==> config.mk <==
export PLATFORM = sky130hd
export DESIGN_NAME = pipe_ctrl_flat
export DESIGN_NICKNAME = d
export VERILOG_FILES = /design/src/rtl/pipe_ctrl_if.sv /design/src/rtl/pipe_ctrl.sv /design/src/flat_wrapper.sv
export SDC_FILE = /design/constraint.sdc
export NUM_CORES = 1
export LEC_CHECK = 0
export ABC_AREA = 1
export BUFFER_PORTS_ARGS = -buffer_cell sky130_fd_sc_hd__clkbuf_2
export CAP_MARGIN = 20
export CORE_ASPECT_RATIO = 1.5
export CORE_MARGIN = 2
export CORE_UTILIZATION = 35
export CTS_BUF_LIST = sky130_fd_sc_hd__clkbuf_4
export DETAILED_ROUTE_END_ITERATION = 10
export PLACE_DENSITY = 0.7
export SLEW_MARGIN = 20
export SYNTH_ARGS = -nofsm -noshare
export SYNTH_HDL_FRONTEND = slang
export SYNTH_SLANG_ARGS = --single-unit
==> constraint.sdc <==
create_clock -name clk -period 1.5 [get_ports clk]
set_input_delay 0.3 -clock clk [delete_from_list [all_inputs] [get_ports clk]]
set_output_delay 0.3 -clock clk [all_outputs]
set_load 0.02 [all_outputs]
==> src/rtl/pipe_ctrl_if.sv <==
// Pipeline control bus: stall requests / exception info in, per-stage
// hold vector, flush redirect and status out.
interface pipe_ctrl_if;
  logic        stallreq_id;
  logic        stallreq_ex;
  logic        stallreq_mem;
  logic [31:0] excepttype;
  logic [31:0] cp0_epc;
  logic [5:0]  stall;
  logic        flush;
  logic [31:0] new_pc;
  logic        busy;
  logic [31:0] stall_cnt;
  logic        wdog_trip;

  // Core side: raises requests, consumes stall/flush.
  modport master (
    output stallreq_id, stallreq_ex, stallreq_mem, excepttype, cp0_epc,
    input  stall, flush, new_pc, busy, stall_cnt, wdog_trip
  );

  // Controller side.
  modport slave (
    input  stallreq_id, stallreq_ex, stallreq_mem, excepttype, cp0_epc,
    output stall, flush, new_pc, busy, stall_cnt, wdog_trip
  );
endinterface

==> src/rtl/pipe_ctrl.sv <==
// Pipeline control unit for the 5-stage core.
// Merges ID/EX/MEM stall requests into stall[5:0] (bit0 PC .. bit5 WB),
// sequences exception/ERET flushes and counts stalled cycles.
// Optional stall watchdog enabled by defining PIPE_WDOG_EN.
module pipe_ctrl #(
  parameter logic [31:0] EXC_VECTOR   = 32'h0000_0020,
  parameter logic [31:0] ERET_CODE    = 32'h0000_000e,
  parameter int          FLUSH_CYCLES = 1,
  parameter int          WDOG_LIMIT   = 64
) (
  input logic       clk,
  input logic       rst,
  pipe_ctrl_if.slave bus
);

  typedef enum logic {RUN, FLUSH} state_t;

  localparam logic [2:0] HOLD_INIT = 3'(FLUSH_CYCLES - 1);

  state_t      state;
  logic [2:0]  hold_cnt;
  logic [31:0] tgt_q;
  logic        busy_q;
  logic [31:0] stall_cnt_q;

  logic        wdog_req;
  logic        exc_hit;
  logic [31:0] exc_tgt;
  logic [5:0]  stall_c;
  logic        flush_c;
  logic [31:0] npc_c;

  // Redirect source: a real exception, or a watchdog-forced flush.
  assign exc_hit = (bus.excepttype != 32'd0) || wdog_req;
  assign exc_tgt = (bus.excepttype == ERET_CODE) ? bus.cp0_epc : EXC_VECTOR;

  // Zero-latency stall/flush decode; everything held low while in reset.
  always_comb begin
    stall_c = 6'b000000;
    flush_c = 1'b0;
    npc_c   = 32'd0;
    if (!rst) begin
      if (state == FLUSH) begin
        flush_c = 1'b1;
        npc_c   = tgt_q;
      end else if (exc_hit) begin
        flush_c = 1'b1;
        npc_c   = exc_tgt;
      end else if (bus.stallreq_mem) begin
        stall_c = 6'b011111;
      end else if (bus.stallreq_ex) begin
        stall_c = 6'b001111;
      end else if (bus.stallreq_id) begin
        stall_c = 6'b000111;
      end
    end
  end

  // Flush sequencer: latch target, hold flush for FLUSH_CYCLES total.
  always_ff @(posedge clk) begin
    if (rst) begin
      state    <= RUN;
      hold_cnt <= 3'd0;
      tgt_q    <= 32'd0;
      busy_q   <= 1'b0;
    end else begin
      case (state)
        RUN: begin
          if (exc_hit) begin
            tgt_q <= exc_tgt;
            if (FLUSH_CYCLES > 1) begin
              state    <= FLUSH;
              hold_cnt <= HOLD_INIT;
              busy_q   <= 1'b1;
            end
          end
        end
        FLUSH: begin
          hold_cnt <= hold_cnt - 3'd1;
          if (hold_cnt == 3'd1) begin
            state  <= RUN;
            busy_q <= 1'b0;
          end
        end
        default: begin
          state  <= RUN;
          busy_q <= 1'b0;
        end
      endcase
    end
  end

  // Saturating count of cycles with any stage held.
  always_ff @(posedge clk) begin
    if (rst)
      stall_cnt_q <= 32'd0;
    else if ((stall_c != 6'b000000) && (stall_cnt_q != 32'hFFFF_FFFF))
      stall_cnt_q <= stall_cnt_q + 32'd1;
  end

`ifdef PIPE_WDOG_EN
  localparam logic [31:0] WLIM = 32'(WDOG_LIMIT);

  logic [5:0]  prev_stall;
  logic [31:0] wdog_cnt;
  logic [31:0] wdog_nxt;
  logic        wdog_trip_q;

  // Run length including this cycle; a changed vector restarts the run.
  assign wdog_nxt = (stall_c != prev_stall) ? 32'd1 : wdog_cnt + 32'd1;

  // Watchdog: identical nonzero stall for WDOG_LIMIT cycles forces one flush.
  always_ff @(posedge clk) begin
    if (rst) begin
      prev_stall  <= 6'b000000;
      wdog_cnt    <= 32'd0;
      wdog_req    <= 1'b0;
      wdog_trip_q <= 1'b0;
    end else begin
      prev_stall <= stall_c;
      wdog_req   <= 1'b0;
      if (stall_c == 6'b000000) begin
        wdog_cnt <= 32'd0;
      end else if (wdog_nxt == WLIM) begin
        wdog_cnt    <= 32'd0;
        wdog_req    <= 1'b1;
        wdog_trip_q <= 1'b1;
      end else begin
        wdog_cnt <= wdog_nxt;
      end
    end
  end

  assign bus.wdog_trip = wdog_trip_q;
`else
  assign wdog_req      = 1'b0;
  assign bus.wdog_trip = 1'b0;
`endif

  assign bus.stall     = stall_c;
  assign bus.flush     = flush_c;
  assign bus.new_pc    = npc_c;
  assign bus.busy      = busy_q;
  assign bus.stall_cnt = stall_cnt_q;

endmodule

==> src/flat_wrapper.sv <==
// flat-port wrapper written by rule: the top's interface ports become plain ports
module pipe_ctrl_flat 
#(
  parameter logic [31:0] EXC_VECTOR   = 32'h0000_0020,
  parameter logic [31:0] ERET_CODE    = 32'h0000_000e,
  parameter int          FLUSH_CYCLES = 1,
  parameter int          WDOG_LIMIT   = 64
)
  (clk, rst, bus_stallreq_id, bus_stallreq_ex, bus_stallreq_mem, bus_excepttype, bus_cp0_epc, bus_stall, bus_flush, bus_new_pc, bus_busy, bus_stall_cnt, bus_wdog_trip);
  pipe_ctrl_if bus_i ();
  input logic clk;
  input logic rst;
  input wire logic [$bits(bus_i.stallreq_id)-1:0] bus_stallreq_id;
  input wire logic [$bits(bus_i.stallreq_ex)-1:0] bus_stallreq_ex;
  input wire logic [$bits(bus_i.stallreq_mem)-1:0] bus_stallreq_mem;
  input wire logic [$bits(bus_i.excepttype)-1:0] bus_excepttype;
  input wire logic [$bits(bus_i.cp0_epc)-1:0] bus_cp0_epc;
  output wire logic [$bits(bus_i.stall)-1:0] bus_stall;
  output wire logic [$bits(bus_i.flush)-1:0] bus_flush;
  output wire logic [$bits(bus_i.new_pc)-1:0] bus_new_pc;
  output wire logic [$bits(bus_i.busy)-1:0] bus_busy;
  output wire logic [$bits(bus_i.stall_cnt)-1:0] bus_stall_cnt;
  output wire logic [$bits(bus_i.wdog_trip)-1:0] bus_wdog_trip;
  assign bus_i.stallreq_id = bus_stallreq_id;
  assign bus_i.stallreq_ex = bus_stallreq_ex;
  assign bus_i.stallreq_mem = bus_stallreq_mem;
  assign bus_i.excepttype = bus_excepttype;
  assign bus_i.cp0_epc = bus_cp0_epc;
  assign bus_stall = bus_i.stall;
  assign bus_flush = bus_i.flush;
  assign bus_new_pc = bus_i.new_pc;
  assign bus_busy = bus_i.busy;
  assign bus_stall_cnt = bus_i.stall_cnt;
  assign bus_wdog_trip = bus_i.wdog_trip;
  pipe_ctrl #(.EXC_VECTOR(EXC_VECTOR), .ERET_CODE(ERET_CODE), .FLUSH_CYCLES(FLUSH_CYCLES), .WDOG_LIMIT(WDOG_LIMIT)) u_core (.clk(clk), .rst(rst), .bus(bus_i));
endmodule
# [After elaboration in Yosys (flattened, before gate mapping)]
# Cells that the tools add are included.
[totals] ff_bits=68 in_bits=69 out_inout_bits=73 word_cells=29
[classes] add_sub_neg=2 n_eq_ne=3 n_mux=14 n_bitwise=1 n_reduce_logical=5
[ops] cell="2-to-1 mux 32 bit" n=4
[ops] cell="adder 32 x 1 -> 32 bit, second input constant" n=1
[ops] cell="== test 32 x 4 -> 1 bit, second input constant" n=1
[ops] cell="!= test 32 bit, second input constant" n=1
[ops] cell="nonzero test 32 bit" n=1
[ops] cell="2-to-1 mux 6 bit" n=5
[ops] cell="nonzero test 6 bit" n=1
[ops] cell="2-to-1 mux 1 bit" n=4
[ops] cell="== test 3 x 1 -> 1 bit, second input constant" n=1
[ops] cell="2-to-1 mux 3 bit" n=1
[ops] cell="subtractor 3 x 1 -> 3 bit, second input constant" n=1
[ops] cell="AND reduction 2 bit" n=1
[ops] cell="OR reduction 2 bit" n=1
[ops] cell="logical AND 1 bit" n=1
[ops] cell="NOT 1 bit" n=1

# [Longest topological paths before layout]
# Gate-level depths: netlist of run 1.
[depth] depth_word=8 ltp_mapped=12 mapped_depth_nobuf=11

# [Worst setup path before layout of run 1]
# Ideal clock, no wire load.
[synth_timing] path_type="input to output" startpoint="in bus_excepttype[31]" endpoint="out bus_new_pc[0]" arrival_time_ns=1.628 t_required_ns=1.200 setup_slack_ns=-0.428 stages=8 n_path_buf=1 path_cell_list="nor2_1 nand2_1 nor2_1 nand2_1 nor3_2 buf_2 nand2_1 o21ai_0"
[synth_via] elab_chain_cells=5 word_cells_on_any_way=6 classes_between="eq/ne (1); mux (4); reduce/logical (1)"
[synth_lines] item="from (decl)" line_no="flat_wrapper.sv:16" source="input wire logic [$bits(bus_i.excepttype)-1:0] bus_excepttype;"
[synth_lines] item="== test 32 x 4 -> 1 bit" line_no="pipe_ctrl.sv:35" source="assign exc_tgt = (bus.excepttype == ERET_CODE) ? bus.cp0_epc : EXC_VECTOR;"
[synth_lines] item="2-to-1 mux 32 bit" line_no="pipe_ctrl.sv:35"
[synth_lines] item="2-to-1 mux 32 bit *" line_no="pipe_ctrl.sv:46" source="end else if (exc_hit) begin"
[synth_lines] item="2-to-1 mux 32 bit *" line_no="pipe_ctrl.sv:43" source="if (state == FLUSH) begin"
[synth_lines] item="2-to-1 mux 32 bit *" line_no="pipe_ctrl.sv:42" source="if (!rst) begin"
[synth_lines] item="to (decl)" line_no="flat_wrapper.sv:20" source="output wire logic [$bits(bus_i.new_pc)-1:0] bus_new_pc;"
# Mark *: on every way between the ends. The rest lies on a longest branch, timed or not.

# [Worst setup path after layout of run 1]
[layout_timing] startpoint="in bus_excepttype[28]" endpoint="out bus_new_pc[30]"
# Same word-level chain as after synthesis.

==> reports/summary.txt, run 1 <==
setup slack after layout -> -556 ps
final core occ -> 0.746
most common cell in the netlist -> nand2_1
fraction of registers with async set/reset -> 0
failing checks -> negative setup slack
crit-path max FO -> 8
H-tree levels -> 3
Max Freq -> 486 MHz
Reg power frac -> 0.516
root buffer cell -> clkbuf_4
io pins -> 142
port buffer count -> 138
antenna violations before repair -> 0
CTS Buffer Depth -> 2
Cell Count Post-Placement -> 959
Cell Area, Synth -> 3820 sq um
switching share of power -> 0.283
CTS tree -> built
detailed-route wire length per cell -> 17.8 microns
M1 WL -> 6090 microns
number of global-route vias before repair -> 5274
synth warn -> 0
GRT Overall Usage -> 0.249
Synth area leader -> dfxtp_1
GPL Wtd Cong -> 0.832
Area Growth Syn to Fin -> 107%
row cnt -> 46
class of the worst hold path -> input port to flip-flop
Critical Path, Cell by Cell -> buf_6 -> nor2_4 -> nand2_2 -> nor2_2 -> nand2_2 -> nor3_4 -> buf_6 -> buf_12 -> nand2_2 -> o21ai_4 -> buf_6
die width -> 89.3 microns
Sinks on Clock Net -> 68
die height -> 132 microns
TritonRoute pass-1 iters -> 4
maximum VDD drop -> 0.000444 V
Setup Viol. Count Final -> 70
Min Hold Slack -> 113 ps
clock latency on the worst-skew pair -> 440 ps
combinational power share -> 0.131
Commonest cells post-synth -> 164 x nand2_1, 90 x nand3_1, 89 x nor2_1
fin crit share -> 1.37
fin nets -> 947
multi-input logic area -> 3370 sq um
Area contributors post-synth -> dfxtp_1 36%, nand2_1 16%, nand3_1 12%
Initial Util -> 0.360
critical path launch point type -> input port
first-pass GRT wire length -> 23500 microns
Sw Pwr -> 988 uW
number of fill cells in the layout -> 707
routed wl met3 -> 966 microns
Critical Path RT -> 1200 ps
crit path time final -> 2060 ps
CTS Buf Count -> 9
Worst path slowest cell -> nor3_4
Hold Fails Final Rpt -> 0
Max Cap Viol -> 0
drt via density -> 5.27
synth unique cells -> 28
largest net degree at the start of global routing -> 52
clock skew -> 16.5 ps
routed via count -> 5397
Sequential Area -> 1390 sq um
residual DRC count -> 0
status -> complete, but fails checks
core area -> 10600 sq um
Clock power frac -> 0.353
PD cells -> 442 nW/um^2
grt total ovfl -> 0
number of synthesized flops with an enable pin -> 0
Pint -> 2500 uW
top routing layer in use -> met4
WL met2 -> 10300 microns
layout cells sized above 1 -> 0.570
leakage power -> 0.00331 uW
Crit Path Category -> input port to output port
register area share after synthesis -> 0.357
Yosys reg bits -> 68
crit end category -> output port
Yosys top cell area share -> 0.357
Non-Filler Instances -> 1024
Synth Flop Type -> dfxtp_1
Gate Count Post-Synth -> 607
antenna cells -> 0
CTS clk-pin slew, worst paths -> 130 ps
wirelength, routed -> 18200 microns
worst path arrival time -> 1760 ps
pre-CTS setup slack -> -505 ps
Die ar. -> 11800 sq um
DP Wirelength -> 9590 microns
syn_area_per_cell -> 6.29 sq um
DR iter-0 viols -> 241
Max Slew Vio Count -> 0
RSZ-0062 raised after global routing -> yes
Detail Route Antenna Nets -> 0
crit-path max cell delay -> 220 ps
==> worst paths after layout <==
check,start,end,slack [ps],cells past startpoint
max,bus_excepttype[28],bus_new_pc[30],-560,11
min,rst,u_core.bus.stall_cnt[2],110,2
max reg2reg,u_core.bus.stall_cnt[1],u_core.bus.stall_cnt[15],-410,13
min reg2reg,u_core.tgt_q[14],u_core.tgt_q[14],490,2
==> layer usage <==
layer  vias up  GRT usage
met5         -          0
li1       2521          -
met1      2582      0.259
met3        69     0.0507
met2       225      0.453
met4         0      0.121
==> per-stage QoR <==
stage | total power, uW | instance area, sq um | setup TNS [ps]
3_3_place_gp | 2150 | 6000 | -31030
3_5_place_dp | 2150 | 6000 | -34460
6_report | 3490 | 7900 | -28840
2_1_floorplan | 2000 | 4500 | -8520
5_1_grt | 3600 | 7900 | -33240
4_1_cts | 3360 | 6880 | -24630
==> power by group through the flow <==
stage                     clock, uW  combinational (uW)  sequential (uW)
after global routing           1320                 481             1800
after global placement            0                 306             1840
after detailed placement          0                 311             1840
after floorplan                   0                 158             1840
final                          1230                 456             1800
after CTS                      1210                 348             1800
==> cells in the final DEF (no fill, tap or decap), types with 3 or more instances in the layout <==
| master | Yosys | layout |
|---|---|---|
| a21oi_1 | 9 | 7 |
| buf_12 | 0 | 13 |
| buf_16 | 0 | 6 |
| buf_4 | 7 | 112 |
| buf_6 | 2 | 60 |
| buf_8 | 0 | 5 |
| clkbuf_16 | 0 | 5 |
| clkbuf_2 | 0 | 89 |
| clkbuf_4 | 0 | 9 |
| clkinv_2 | 0 | 4 |
| conb_1 | 1 | 3 |
| dfxtp_1 | 68 | 49 |
| dfxtp_2 | 0 | 16 |
| dfxtp_4 | 0 | 3 |
| inv_1 | 49 | 48 |
| nand2_1 | 164 | 112 |
| nand2_2 | 2 | 29 |
| nand2_4 | 0 | 17 |
| nand2_8 | 0 | 9 |
| nand3_1 | 90 | 49 |
| nand3_2 | 3 | 28 |
| nand3_4 | 0 | 16 |
| nand4_1 | 3 | 3 |
| nor2_1 | 89 | 62 |
| nor2_2 | 4 | 5 |
| nor2_4 | 3 | 29 |
| nor3_1 | 7 | 4 |
| nor3_4 | 0 | 3 |
| o21ai_0 | 27 | 3 |
| o21ai_2 | 0 | 3 |
| o21ai_4 | 0 | 30 |
| o22ai_1 | 32 | 32 |
==> cell families (layout without fill, tap and decap cells) <==
logic type / Yosys count / after routing / share of synthesized area
AND/OR/NAND/NOR: 369 / 370 / 0.419
AO/OA/AOI/OAI: 78 / 78 / 0.113
other: 1 / 3 / 0.000982
buffers and inverters: 88 / 358 / 0.100
flip-flops: 68 / 68 / 0.357
adder cells (fa/ha/maj): 3 / 3 / 0.00983
==> area by class of cell <==
cell class	instances	area share
multi-input cells	454	0.427
repair buffers	292	0.334
flip-flops and latches	68	0.176
inverters	50	0.0242
well taps	144	0.0228
clock buffers	9	0.00856
clock inverters	7	0.00729
==> sequential cells by signal (all words and copies together) (netlist names) <==
signal,cells
u_core.bus.stall_cnt,32
u_core.hold_cnt,3
u_core.state,1
u_core.tgt_q,32
==> worst max-delay path: cells and delay by family <==
kind / cells / cell delay, ps
simple gates: 6 / 730
buf+inv: 4 / 560
compound gates: 1 / 160
==> what timing repair did <==
action | 4_1_cts | 5_1_grt
gates resized for setup | 93 | 229
pin swaps | 35 | 66
cloned | 7 | 7
endpoints found under the setup margin | 70 | 73
setup buffers | 25 | 16
hold buffers | 0 | 0
Note: power is estimated with default switching activity, not from simulation.
==> run 2: changes to the inputs <==
- PLACE_DENSITY: 0.7 -> 0.68
- clock period: 1.5 -> 1.9 ns (I/O delays scaled with it)
==> run 2 against run 1 <==
Net effect: the flow still finishes with violations (negative setup slack); combinational power fell by 40%; setup slack improved by 270 ps; sequential share of layout area rose by 4.8 points; global-route usage fell by 5.5 points; first-iteration DRC count fell by 35%; count of clock-buffer cells in the layout rose by 2; clock skew fell by 8.1 ps; final cell count fell by 6.5%; sequential power fell by 21%; worst hold slack improved by 110 ps; die area did not move; largest cell class unchanged; highest routed layer unchanged.
==> reports/summary.txt, run 2 (synthesis gave the netlist of run 1 again) <==
CTS tree -> built
Max Slew Vio Count -> 0
crit end category -> output port
port buffer count -> 138
die height -> 132 microns
Area after DPL -> 5040 sq um
root buffer cell -> clkbuf_4
PD cells -> 417 nW/um^2
commonest cells after routing, fill and taps aside -> 143 x nand2_1, 96 x clkbuf_2, 89 x nand3_1
Max Freq -> 457 MHz
detailed-route wire length per cell -> 13.7 microns
Non-Filler Instances -> 957
drt via density -> 5.00
Die ar. -> 11800 sq um
cell family with most CP delay -> simple AND/OR/NAND/NOR gates
fin nets -> 880
clock latency on the worst-skew pair -> 420 ps
crit-path max FO -> 8
RSZ-0062 raised after global routing -> yes
Crit Path Category -> input port to output port
Clock power frac -> 0.332
Setup Viol. Count Final -> 38
status -> complete, but fails checks
Most common cell on crit path -> buf_6
antenna cells -> 0
io pins -> 142
Critical Path, Cell by Cell -> buf_6 -> nand2_2 -> nor3b_2 -> nand3_2 -> nor3_4 -> buf_6 -> clkbuf_16 -> nand2_1 -> o21ai_2 -> buf_6
die width -> 89.3 microns
CTS Buf Count -> 9
grt total ovfl -> 0
Sw Pwr -> 697 uW
maximum VDD drop -> 0.000343 V
hold buffers post-CTS -> 0
commonest non-fill, non-tap cell in the layout -> nand2_1
crit path time final -> 2190 ps
Critical Path RT -> 1520 ps
class of the worst hold path -> input port to flip-flop
core area -> 10600 sq um
residual DRC count -> 0
first-pass GRT wire length -> 18700 microns
TritonRoute pass-1 iters -> 4
final instance area -> 6090 sq um
CTS Buffer Depth -> 2
CP Buf/Inv Count -> 4
routed via count -> 4785
antenna violations before repair -> 0
Cell Count Post-Placement -> 915
fin crit share -> 1.15
Max Cap Viol -> 0
critical path launch point type -> input port
wirelength, routed -> 13100 microns
layout cells sized above 1 -> 0.399
switching share of power -> 0.274
H-tree levels -> 3
Pint -> 1850 uW
Area Growth Syn to Fin -> 59.7%
worst reg-to-reg setup slack -> 130 ps
leakage power -> 0.00271 uW
Detail Route Antenna Nets -> 0
Initial Util -> 0.360
CTS clk-pin slew, worst paths -> 120 ps
number of fill cells in the layout -> 991
largest net degree at the start of global routing -> 62
worst path arrival time -> 1810 ps
setup slack after layout -> -290 ps
Hold Fails Final Rpt -> 0
DR iter-0 viols -> 157
Reg power frac -> 0.560
number of global-route vias before repair -> 4278
setup tns final -> -7230 ps
combinational power share -> 0.108
Worst path slowest cell -> nor3_4
crit-path max cell delay -> 240 ps
clock skew -> 8.36 ps
Sinks on Clock Net -> 68
GPL Wtd Cong -> 0.830
GRT Overall Usage -> 0.194
row cnt -> 46
DP Wirelength -> 8160 microns
failing checks -> negative setup slack
## run 2: metal layers
layer  GRT usage  routed length [microns]  up-vias
li1            -                        -     2380
met1       0.221                     5020     2189
met2       0.352                     7040      184
met3      0.0294                      710       32
met4      0.0705                      352        0
met5           0                        0        -
## run 2: worst paths after layout
check,startpoint,end,cells after the start
setup / recovery,bus_excepttype[3],bus_new_pc[27],10
hold / removal,bus_cp0_epc[2],u_core.tgt_q[2],3
setup reg to reg,u_core.bus.stall_cnt[24],u_core.bus.stall_cnt[8],12
hold reg to reg,u_core.hold_cnt[2],u_core.hold_cnt[2],2
## run 2: power groups by stage
stage / clock network, uW / registers [uW] / logic [uW]
3_5_place_dp: 0 / 1460 / 193
2_1_floorplan: 0 / 1460 / 87.7
5_1_grt: 928 / 1430 / 294
4_1_cts: 868 / 1430 / 198
6_report: 845 / 1430 / 274
3_3_place_gp: 0 / 1460 / 188
## run 2: worst register-to-register path: stages, from the launching register on
cell and delay, ps:
dfxtp_1 430, nand2_1 70, inv_1 90, nand2_1 110
inv_1 70, nand4_1 180, inv_1 160, nand3_2 110
buf_12 180, nand3_1 110, nand2_1 70, nand2_1 60
nor2_1 40
## run 2: layout make-up
cell class                 instances  area (sq um)  share of cell area
multi-input combinational        453          2430               0.398
sequential                        68          1370               0.224
tap                              144           180              0.0296
clock inverter                     5          28.8             0.00472
clock buffer                      11          82.6              0.0135
inverter                          50           188              0.0308
timing repair buffer             226          1820               0.299
## run 2: repair_timing
item,CTS,global route
resized for setup,42,172
setup buffers,8,13
gates cloned,2,5
pin swaps,0,39
endpoints found under the setup margin,38,70
## run 2: through the flow
| stage | hold slack, ps | worst slack (ps) | utilization | total power (uW) |
|---|---|---|---|---|
| 6_report | 226 | -290 | 0.575 | 2540 |
| 5_1_grt | 208 | -340 | 0.575 | 2650 |
| 4_1_cts | 182 | -249 | 0.511 | 2490 |
| 3_5_place_dp | 468 | -257 | 0.476 | 1650 |
| 3_3_place_gp | 457 | -211 | 0.476 | 1650 |
| 2_1_floorplan | 445 | -36.0 | - | 1550 |
